File: src/rtl/axis_snooper_pkg.sv
// Shared definitions for the AXI-Stream snooper: FSM encoding, byte-increment
// width derivation and the buffer-full address constant.
package axis_snooper_pkg;

    typedef enum logic [1:0] {
        ST_SYNC    = 2'd0,
        ST_IDLE    = 2'd1,
        ST_CAPTURE = 2'd2,
        ST_DROP    = 2'd3
    } sn_state_e;

    // Width needed to hold a byte count from 0 up to the full lane count.
    function automatic int calc_inc_width(input int data_width);
        return $clog2(data_width / 8) + 1;
    endfunction

    // Address of the last word in a 2^addr_width buffer.
    function automatic int calc_addr_full(input int addr_width);
        return (32'sd1 << addr_width) - 32'sd1;
    endfunction

endpackage

File: src/rtl/keep_popcount.sv
// Combinational TKEEP byte counter: number of set lanes in the keep mask.
module keep_popcount #(
    parameter int LANES = 8,
    parameter int CNT_W = $clog2(LANES) + 1
) (
    input  logic [LANES-1:0] keep,
    output logic [CNT_W-1:0] cnt
);

    // Sum every keep lane into the byte count.
    always_comb begin
        cnt = {CNT_W{1'b0}};
        for (int i = 0; i < LANES; i++) begin
            cnt = cnt + CNT_W'(keep[i]);
        end
    end

endmodule

File: src/rtl/axis_snooper.sv
// Passive AXI-Stream tap turning each accepted packet into word-addressed writes.
// Optional macro SN_DROP_COUNT_EN adds a saturating count of packets dropped from IDLE.
module axis_snooper
    import axis_snooper_pkg::*;
#(
    parameter int SN_FWD_DATA_WIDTH = 64,
    parameter int SN_FWD_ADDR_WIDTH = 9,
    parameter int INC_WIDTH         = calc_inc_width(SN_FWD_DATA_WIDTH)
) (
    input  logic                           clk,
    input  logic                           rst,
    input  logic [SN_FWD_DATA_WIDTH-1:0]   sn_TDATA,
    input  logic [SN_FWD_DATA_WIDTH/8-1:0] sn_TKEEP,
    input  logic                           sn_TVALID,
    input  logic                           sn_TREADY,
    input  logic                           sn_TLAST,
    input  logic                           ready_for_sn,
`ifdef SN_DROP_COUNT_EN
    output logic [31:0]                    sn_drop_cnt,
`endif
    output logic [SN_FWD_ADDR_WIDTH-1:0]   sn_addr,
    output logic [SN_FWD_DATA_WIDTH-1:0]   sn_wr_data,
    output logic                           sn_wr_en,
    output logic [INC_WIDTH-1:0]           sn_byte_inc,
    output logic                           sn_done,
    output logic                           sn_trunc
);

    localparam int KEEP_W = SN_FWD_DATA_WIDTH / 8;
    localparam logic [SN_FWD_ADDR_WIDTH-1:0] ADDR_FULL =
        SN_FWD_ADDR_WIDTH'(calc_addr_full(SN_FWD_ADDR_WIDTH));
    localparam logic [SN_FWD_ADDR_WIDTH-1:0] ADDR_ONE = SN_FWD_ADDR_WIDTH'(1);

    sn_state_e                    state_r, state_nxt_s;
    logic [SN_FWD_ADDR_WIDTH-1:0] addr_cnt_r, addr_nxt_s, cur_addr_s, wr_addr_s;
    logic                         full_r, full_nxt_s, cur_full_s;
    logic                         trunc_r, trunc_nxt_s, cur_trunc_s;
    logic                         acc_s, keep_nz_s, capture_s, write_s, done_s, drop_pkt_s;
    logic [INC_WIDTH-1:0]         keep_cnt_s;

    assign acc_s     = sn_TVALID & sn_TREADY;
    assign keep_nz_s = |sn_TKEEP;

    keep_popcount #(
        .LANES (KEEP_W),
        .CNT_W (INC_WIDTH)
    ) u_keep_popcount (
        .keep (sn_TKEEP),
        .cnt  (keep_cnt_s)
    );

    // Next-state and capture datapath; IDLE starts every packet from a clean buffer.
    always_comb begin
        state_nxt_s = state_r;
        addr_nxt_s  = addr_cnt_r;
        full_nxt_s  = full_r;
        trunc_nxt_s = trunc_r;
        cur_addr_s  = addr_cnt_r;
        cur_full_s  = full_r;
        cur_trunc_s = trunc_r;
        wr_addr_s   = addr_cnt_r;
        capture_s   = 1'b0;
        write_s     = 1'b0;
        done_s      = 1'b0;
        drop_pkt_s  = 1'b0;

        case (state_r)
            ST_SYNC: begin
                if (acc_s && sn_TLAST) begin
                    state_nxt_s = ST_IDLE;
                end else begin
                    state_nxt_s = ST_SYNC;
                end
            end
            ST_IDLE: begin
                cur_addr_s  = {SN_FWD_ADDR_WIDTH{1'b0}};
                cur_full_s  = 1'b0;
                cur_trunc_s = 1'b0;
                if (acc_s && ready_for_sn) begin
                    capture_s   = 1'b1;
                    state_nxt_s = sn_TLAST ? ST_IDLE : ST_CAPTURE;
                end else if (acc_s) begin
                    drop_pkt_s  = sn_TLAST;
                    state_nxt_s = sn_TLAST ? ST_IDLE : ST_DROP;
                end else begin
                    state_nxt_s = ST_IDLE;
                end
            end
            ST_CAPTURE: begin
                if (acc_s) begin
                    capture_s   = 1'b1;
                    state_nxt_s = sn_TLAST ? ST_IDLE : ST_CAPTURE;
                end else begin
                    state_nxt_s = ST_CAPTURE;
                end
            end
            ST_DROP: begin
                if (acc_s && sn_TLAST) begin
                    drop_pkt_s  = 1'b1;
                    state_nxt_s = ST_IDLE;
                end else begin
                    state_nxt_s = ST_DROP;
                end
            end
            default: begin
                state_nxt_s = ST_SYNC;
            end
        endcase

        // The counter parks on the last word once it is written; later data only sets trunc.
        if (capture_s) begin
            addr_nxt_s  = cur_addr_s;
            full_nxt_s  = cur_full_s;
            trunc_nxt_s = cur_trunc_s;
            wr_addr_s   = cur_addr_s;
            done_s      = sn_TLAST;
            if (keep_nz_s && !cur_full_s) begin
                write_s = 1'b1;
                if (cur_addr_s == ADDR_FULL) begin
                    full_nxt_s = 1'b1;
                end else begin
                    addr_nxt_s = cur_addr_s + ADDR_ONE;
                end
            end else if (keep_nz_s) begin
                trunc_nxt_s = 1'b1;
            end else begin
                trunc_nxt_s = cur_trunc_s;
            end
        end else begin
            done_s = 1'b0;
        end
    end

    // FSM and per-packet buffer bookkeeping; cleared on every entry to IDLE.
    always_ff @(posedge clk) begin
        if (rst) begin
            state_r    <= ST_SYNC;
            addr_cnt_r <= {SN_FWD_ADDR_WIDTH{1'b0}};
            full_r     <= 1'b0;
            trunc_r    <= 1'b0;
        end else begin
            state_r <= state_nxt_s;
            if (state_nxt_s == ST_IDLE) begin
                addr_cnt_r <= {SN_FWD_ADDR_WIDTH{1'b0}};
                full_r     <= 1'b0;
                trunc_r    <= 1'b0;
            end else begin
                addr_cnt_r <= addr_nxt_s;
                full_r     <= full_nxt_s;
                trunc_r    <= trunc_nxt_s;
            end
        end
    end

    // Registered write port; address/data/increment hold between writes.
    always_ff @(posedge clk) begin
        if (rst) begin
            sn_addr     <= {SN_FWD_ADDR_WIDTH{1'b0}};
            sn_wr_data  <= {SN_FWD_DATA_WIDTH{1'b0}};
            sn_wr_en    <= 1'b0;
            sn_byte_inc <= {INC_WIDTH{1'b0}};
            sn_done     <= 1'b0;
            sn_trunc    <= 1'b0;
        end else begin
            sn_wr_en <= write_s;
            sn_done  <= done_s;
            sn_trunc <= done_s & trunc_nxt_s;
            if (write_s) begin
                sn_addr     <= wr_addr_s;
                sn_wr_data  <= sn_TDATA;
                sn_byte_inc <= keep_cnt_s;
            end
        end
    end

`ifdef SN_DROP_COUNT_EN
    // Saturating count of whole packets dropped for lack of a buffer.
    always_ff @(posedge clk) begin
        if (rst) begin
            sn_drop_cnt <= 32'd0;
        end else if (drop_pkt_s && (sn_drop_cnt != 32'hFFFF_FFFF)) begin
            sn_drop_cnt <= sn_drop_cnt + 32'd1;
        end
    end
`endif

endmodule
File: config.mk
export PLATFORM = sky130hd
export DESIGN_NAME = axis_snooper
export DESIGN_NICKNAME = d
export VERILOG_FILES = /design/src/rtl/axis_snooper_pkg.sv /design/src/rtl/keep_popcount.sv /design/src/rtl/axis_snooper.sv
export SDC_FILE = /design/constraint.sdc
export NUM_CORES = 1
export LEC_CHECK = 0
export CORE_ASPECT_RATIO = 1.4
export CORE_MARGIN = 2
export CORE_UTILIZATION = 39
export DETAILED_ROUTE_END_ITERATION = 10
export PLACE_DENSITY = 0.77
export SLEW_MARGIN = 10
export SYNTH_ARGS = -nofsm -noshare
export SYNTH_HDL_FRONTEND = slang
export SYNTH_SLANG_ARGS = --single-unit
File: constraint.sdc
create_clock -name clk -period 2.7 [get_ports clk]
set_input_delay 0.27 -clock clk [delete_from_list [all_inputs] [get_ports clk]]
set_output_delay 0.27 -clock clk [all_outputs]
set_load 0.05 [all_outputs]
=== Word level (Yosys, flattened, before mapping) ===
Index checks and enable logic that the tools add are counted.

* Reductions and logical operators: 7
* $add $sub $neg: 8
* Equality and inequality tests: 5
* Muxes and demuxes: 25
* Bitwise gates (word level): 2

{| class="wikitable"
|+ Operators with widths
! kind !! number
|-
| $mux 9 || 4
|-
| $add 4x1->4 || 6
|-
| $mux 1 || 13
|-
| $mux 2 || 6
|-
| $add 9x1->9 const B || 1
|-
| $eq 9x9->1 const B || 1
|-
| $pmux 2 s4 || 1
|-
| $reduce_or 8->1 || 1
|-
| $eq 2x1->1 const B || 2
|-
| $eq 2x2->1 const B || 2
|-
| $logic_and 1x1->1 || 3
|-
| $add 1x1->2 || 1
|-
| $and 1x1->1 || 2
|-
| $logic_not 2->1 || 1
|-
| $pmux 1 s2 || 1
|-
| $reduce_or 2->1 || 1
|-
| $logic_not 1->1 || 1
|}

* Word-level logic and storage cells: 57
* Flip-flop bits (word level): 93
* Output and inout bits: 80
* Bits of input ports: 78

=== Longest topological paths before layout ===
* Depth in word-level cells: 7
* Depth in mapped cells: 11
* Gate-level depth less buffers: 11

=== Modules after synthesis ===
From an unflattened synthesis, not the netlist that was laid out.

* Cell total of the unflattened synthesis: 456
* Area, all modules: 3726.1 um^2

{| class="wikitable"
|+ By module, submodules not included
! module !! sequential area each (um^2) !! area an instance (um^2) !! times used !! cells each
|-
| axis_snooper || 1861.8 || 3533.4 || 1 || 434
|-
| keep_popcount || 0.0 || 192.7 || 1 || 22
|}

=== Least setup slack after synthesis ===
No wires, ideal clock.

* Path kind: input-to-reg
* Start: in sn_TKEEP[0]
* End: reg sn_byte_inc[2]
* Setup slack: 46 ps
* Cell stages on the path: 10
* Arrival: 2583 ps
* Setup time: 70 ps
* Path buffers: 0
* Data required time: 2630 ps
* Path through: inv_1 -> ha_1 -> inv_1 -> fa_1 -> fa_1 -> fa_1 -> fa_1 -> xnor2_1 -> nand2_1 -> a21oi_1

* Cells in the longest elaborated chain, start to end: 7
* Elaborated cells on any way between the ends: 11
* Those cells by class: 7 x add/sub; 2 x mux; 2 x reduce/logical

{| class="wikitable"
|+ Ends and longest elaborated chain
! what !! line !! source
|-
| start: declaration || axis_snooper.sv:13 || <nowiki>input logic [SN_FWD_DATA_WIDTH/8-1:0] sn_TKEEP,</nowiki>
|-
| $add 1x1->2 || keep_popcount.sv:14 || <nowiki>cnt = cnt + CNT_W'(keep[i]);</nowiki>
|-
| $add 4x1->4 (6 in series) || keep_popcount.sv:14 ||
|-
| end signal: assignment || axis_snooper.sv:161 || <nowiki>sn_byte_inc <= {INC_WIDTH{1'b0}};</nowiki>
|-
| end signal: assignment || axis_snooper.sv:171 || <nowiki>sn_byte_inc <= keep_cnt_s;</nowiki>
|-
| end: declaration || axis_snooper.sv:24 || <nowiki>output logic [INC_WIDTH-1:0] sn_byte_inc,</nowiki>
|}

Parallel ways exist; a longest one is shown, timed or not.
A chain may end at the register's enable or synchronous reset.

=== Worst setup path after layout ===
* Start: in sn_TKEEP[4]
* End: reg sn_byte_inc[2]

* Cells in the longest elaborated chain, start to end: 4
* Elaborated cells on any way between the ends: 8
* Those cells by class: 4 x add/sub; 2 x mux; 2 x reduce/logical

{| class="wikitable"
|+ Ends and longest elaborated chain
! what !! line
|-
| $add 4x1->4 / $reduce_or 8->1 (equally long branches) || keep_popcount.sv:14, axis_snooper.sv:42
|-
| $add 4x1->4 / $logic_and 1x1->1 (equally long branches) || keep_popcount.sv:14, axis_snooper.sv:117
|-
| $add 4x1->4 / $mux 1 (equally long branches) || keep_popcount.sv:14, axis_snooper.sv:117
|-
| $add 4x1->4 / $mux 1 (equally long branches) || keep_popcount.sv:14, axis_snooper.sv:111
|}

Parallel ways exist; a longest one is shown, timed or not.

==> flow_summary_export.csv <==
group,metric,value,unit
sta,fmax,385.5,MHz
route,post_drt_via_cell_ratio,4.805,
synthesis,yosysTopAreaCell,"dfxtp_1",
floorplan,io_pins,158,
route,drc,0,
sta,rsz0062_at_grt,"no",
outcome,outcome,"complete, no violations",
cts,cts_root_buf,"clkbuf_16",
cts,clk_latency,0.34,ns
floorplan,die_x,88.04,µm
layout,drive_gt1_share,9.709,%
route,wl_per_cell,13.77,µm
setup_path,crit_path_start_kind,"primary input",
cts,cts_max_level,3,
power_and_ir_drop,p_comb_share,7.6,%
sta,min_period,2.594,ns
synthesis,synth_top_area_share,48.28,%
layout,antenna_cells,0,
power_and_ir_drop,power.total,2.921,mW
setup_path,crit_chain,"clkdlybuf4s50_1, inv_1, fa_1, fa_1, fa_2, fa_2, xnor2_1, nand2_1, a21oi_1",
layout,n_fill_cell,856,
setup_path,critical_path_class,"primary input to flip-flop",
global_routing,grt_pass1_wl,15.95,mm
power_and_ir_drop,switching_share,20.66,%
synthesis,ys.flop_type,"dfxtp_1",
setup_path,rr_worst_depth,9,
synthesis,ys_types,43,
floorplan,initial_core_util,40.32,%
synthesis,syn-num-nets,551,
synthesis,yosysSeqAreaShare,48.28,%
global_routing,grt_pass1_vias,3401,
sta,fin_tns_setup,0,ns
min_path,min_to,"sn_wr_data[54]",
min_path,min_delay_path_depth,2,
power_and_ir_drop,p_int,2.318,mW
cts,path_clk_slew,0.06,ns
floorplan,core_area,9564,µm²
synthesis,synth-edff-count,0,
power_and_ir_drop,ir_worst_vdd,0.3042,mV
floorplan,die_h,121.7,µm
layout,layout.nets,704,
sta,slew_headroom,62.27,%
route,vias,3604,
sta,hold_viol,0,
sta,hold_slack,0.3883,ns
power_and_ir_drop,seqPwrFrac,47.0,%
min_path,hold_start,"rst",
sta,final_max_slew_viol_count,0,
power_and_ir_drop,p_switching,0.6037,mW
synthesis,syn_area_per_cell,8.383,µm²
synthesis,synth-seq-cells,93,
setup_path,crit_buf_inv,2,
cts,clockBufferDepth,2,
setup_path,worstPathArrival,2.86,ns
setup_path,r2r_start,"state_r[1]",
layout,area_delta_synth_final,51.43,%
layout,utilization,61.05,%
route,ant_nets,0,
setup_path,r2r_slack,0.34,ns
route,drt-total-wl,10.33,mm
global_routing,grt_max_degree,40,
setup_path,critical_path.reg2reg.endpoint,"addr_cnt_r[0]",
sta,skew,0.005412,ns
setup_path,worst_path_max_delay_cell,"fa_1",
setup_path,crit_family,"adder cells",
global_routing,antenna_found_initial,0,
layout,ff_latch_area,1862,µm²
setup_path,crit_path_max_fanout,2,
route,drt_iter0_markers,129,
power_and_ir_drop,leakagePower,2.003,nW
layout,multi_input_area,1763,µm²
sta,worst_pin_slew,0.5642,ns
min_path,hold_class,"primary input to flip-flop",
setup_path,critPathMaxStageDelay,0.50,ns
synthesis,async_flop_share,0,%
synthesis,synth_area_leaders,"dfxtp_1 (48%), nand2_1 (15%), a21oi_1 (9.2%)",
floorplan,dieArea,10710,µm²
placed_design,gp_congestion,0.8032,
sta,setup_viol,0,
setup_path,crit_required,2.97,ns
power_and_ir_drop,p_per_area,500.3,nW/µm²
synthesis,syn_inst,460,
sta,period_share,96.08,%
sta,setup_ws,0.1058,ns
power_and_ir_drop,p_clk_share,45.4,%
global_routing,grt-ovfl-total,0,
placed_design,dp_slack,-0.5859,ns
cts,numCtsBuffers,9,
placed_design,dp_hpwl,7.614,mm
synthesis,synth_area,3856,µm²
cts,post_cts.repair.setup_buffers,0,
flow_run,maxCapViolCount,0,
floorplan,rows,42,
synthesis,yosysWarnings,0,
cts,cts_tree,"done",
route,dr.pass1.iters,7,
cts,cts.hold.buffers_added,0,
setup_path,setup.worst_path.end_class,"flip-flop",
cts,cts_sinks,93,
placed_design,port_buffers,157,
global_routing,track_usage,19.10,%
-- worst register-to-register path: cells and delay by family (launching register included) --
family | cells | cell delay, ns
flops | 1 | 0.36
simple gates | 5 | 0.98
mux | 1 | 0.37
fa+ha+maj | 2 | 0.51
buf+inv | 1 | 0.07
-- kinds of logic (layout without fill, tap and decap cells) --
kind of cell,Yosys count,after routing,share of synthesized area (%)
AND/OR/NAND/NOR,204,204,23.46
AO/OA/AOI/OAI,102,102,16.03
flip-flops,93,93,48.28
buffers and inverters,45,203,6.457
adder cells (fa/ha/maj),13,13,4.997
multiplexers,2,2,0.5516
XOR/XNOR,1,1,0.2272
-- layout by cell type (no fill, tap or decap), types with 5 or more instances in the layout --
cell	instances
buf_4	13
a21oi_1	71
o211ai_1	5
inv_1	12
a21oi_2	11
nor2b_1	7
clkbuf_16	9
nand3_1	6
dfxtp_1	93
ha_1	8
clkdlybuf4s50_1	153
nor2_1	11
nand2_1	152
-- per-layer routing --
metal  global-route usage [%]  part of all wire (%)  routed length (µm)  vias up
li1                         -                     -                   -     1827
met1                    21.17                    40                4116     1647
met2                    33.71                    51                5300      109
met3                    5.014                   5.8                 594       21
met4                    8.523                   3.1                 316        0
met5                        0                     0                   0        -
-- through the flow --
step / cell area, µm² / instances
after floorplan: 3856 / 460
after CTS: 5849 / 750
after detailed placement: 5517 / 734
final: 5839 / 750
after global placement: 5517 / 734
after global routing: 5839 / 750
-- timing repair --
item | in CTS | in global routing
gates resized for setup | 12 | 2
pin swaps | 5 | 2
endpoints found under the setup margin | 2 | 2
gates cloned | 0 | 0
-- final cells by class --
class	instances	share of cell area (%)
sequential	93	31.88
multi-input combinational	322	30.19
timing repair buffer	171	28.65
clock buffer	10	3.921
tap	132	2.828
clock inverter	6	1.500
inverter	16	1.028
-- power groups by stage --
stage	Combinational [mW]	Clock [mW]	Sequential [mW]
2_1_floorplan	0.0739	0	1.41
3_3_place_gp	0.207	0	1.40
3_5_place_dp	0.216	0	1.40
4_1_cts	0.225	1.35	1.37
5_1_grt	0.244	1.40	1.37
6_report	0.222	1.33	1.37
-- how the worst max path moves through the flow --
stage	from	endpoint	slack (ns)	depth (start not counted)
final	sn_TKEEP[4]	sn_byte_inc[2]	0.11	9
after global routing	sn_TKEEP[4]	sn_byte_inc[2]	0.01	9
after CTS	sn_TKEEP[1]	sn_byte_inc[2]	0.02	11
after detailed placement	sn_TKEEP[1]	sn_byte_inc[2]	-0.59	11
after global placement	sn_TKEEP[0]	sn_byte_inc[2]	-0.50	11
after floorplan	sn_TKEEP[0]	sn_byte_inc[2]	0.05	10
-- synth_stat cells, types with 2 or more instances --
cell	instances
nand2_1	152
nor2b_1	7
a211oi_1	2
buf_2	7
o211ai_1	5
a22oi_1	2
buf_4	2
a21o_1	2
nor3_1	3
dfxtp_1	93
inv_1	16
nor4b_2	2
fa_1	4
ha_1	9
nor2_1	11
a21oi_1	71
clkbuf_1	12
nand3b_1	4
nand4_1	2
a311oi_2	2
nand4b_1	2
a21oi_2	11
buf_6	7
o21ai_0	2
or3_1	4
nand3_1	6
and3_1	4
-- flip-flops by register name, indices dropped and copies added, names as in the netlist --
register     count
sn_byte_inc      4
addr_cnt_r       9
sn_done          1
sn_trunc         1
full_r           1
sn_wr_en         1
sn_addr          9
sn_wr_data      64
state_r          2
trunc_r          1
(Power assumes the default switching activity.)
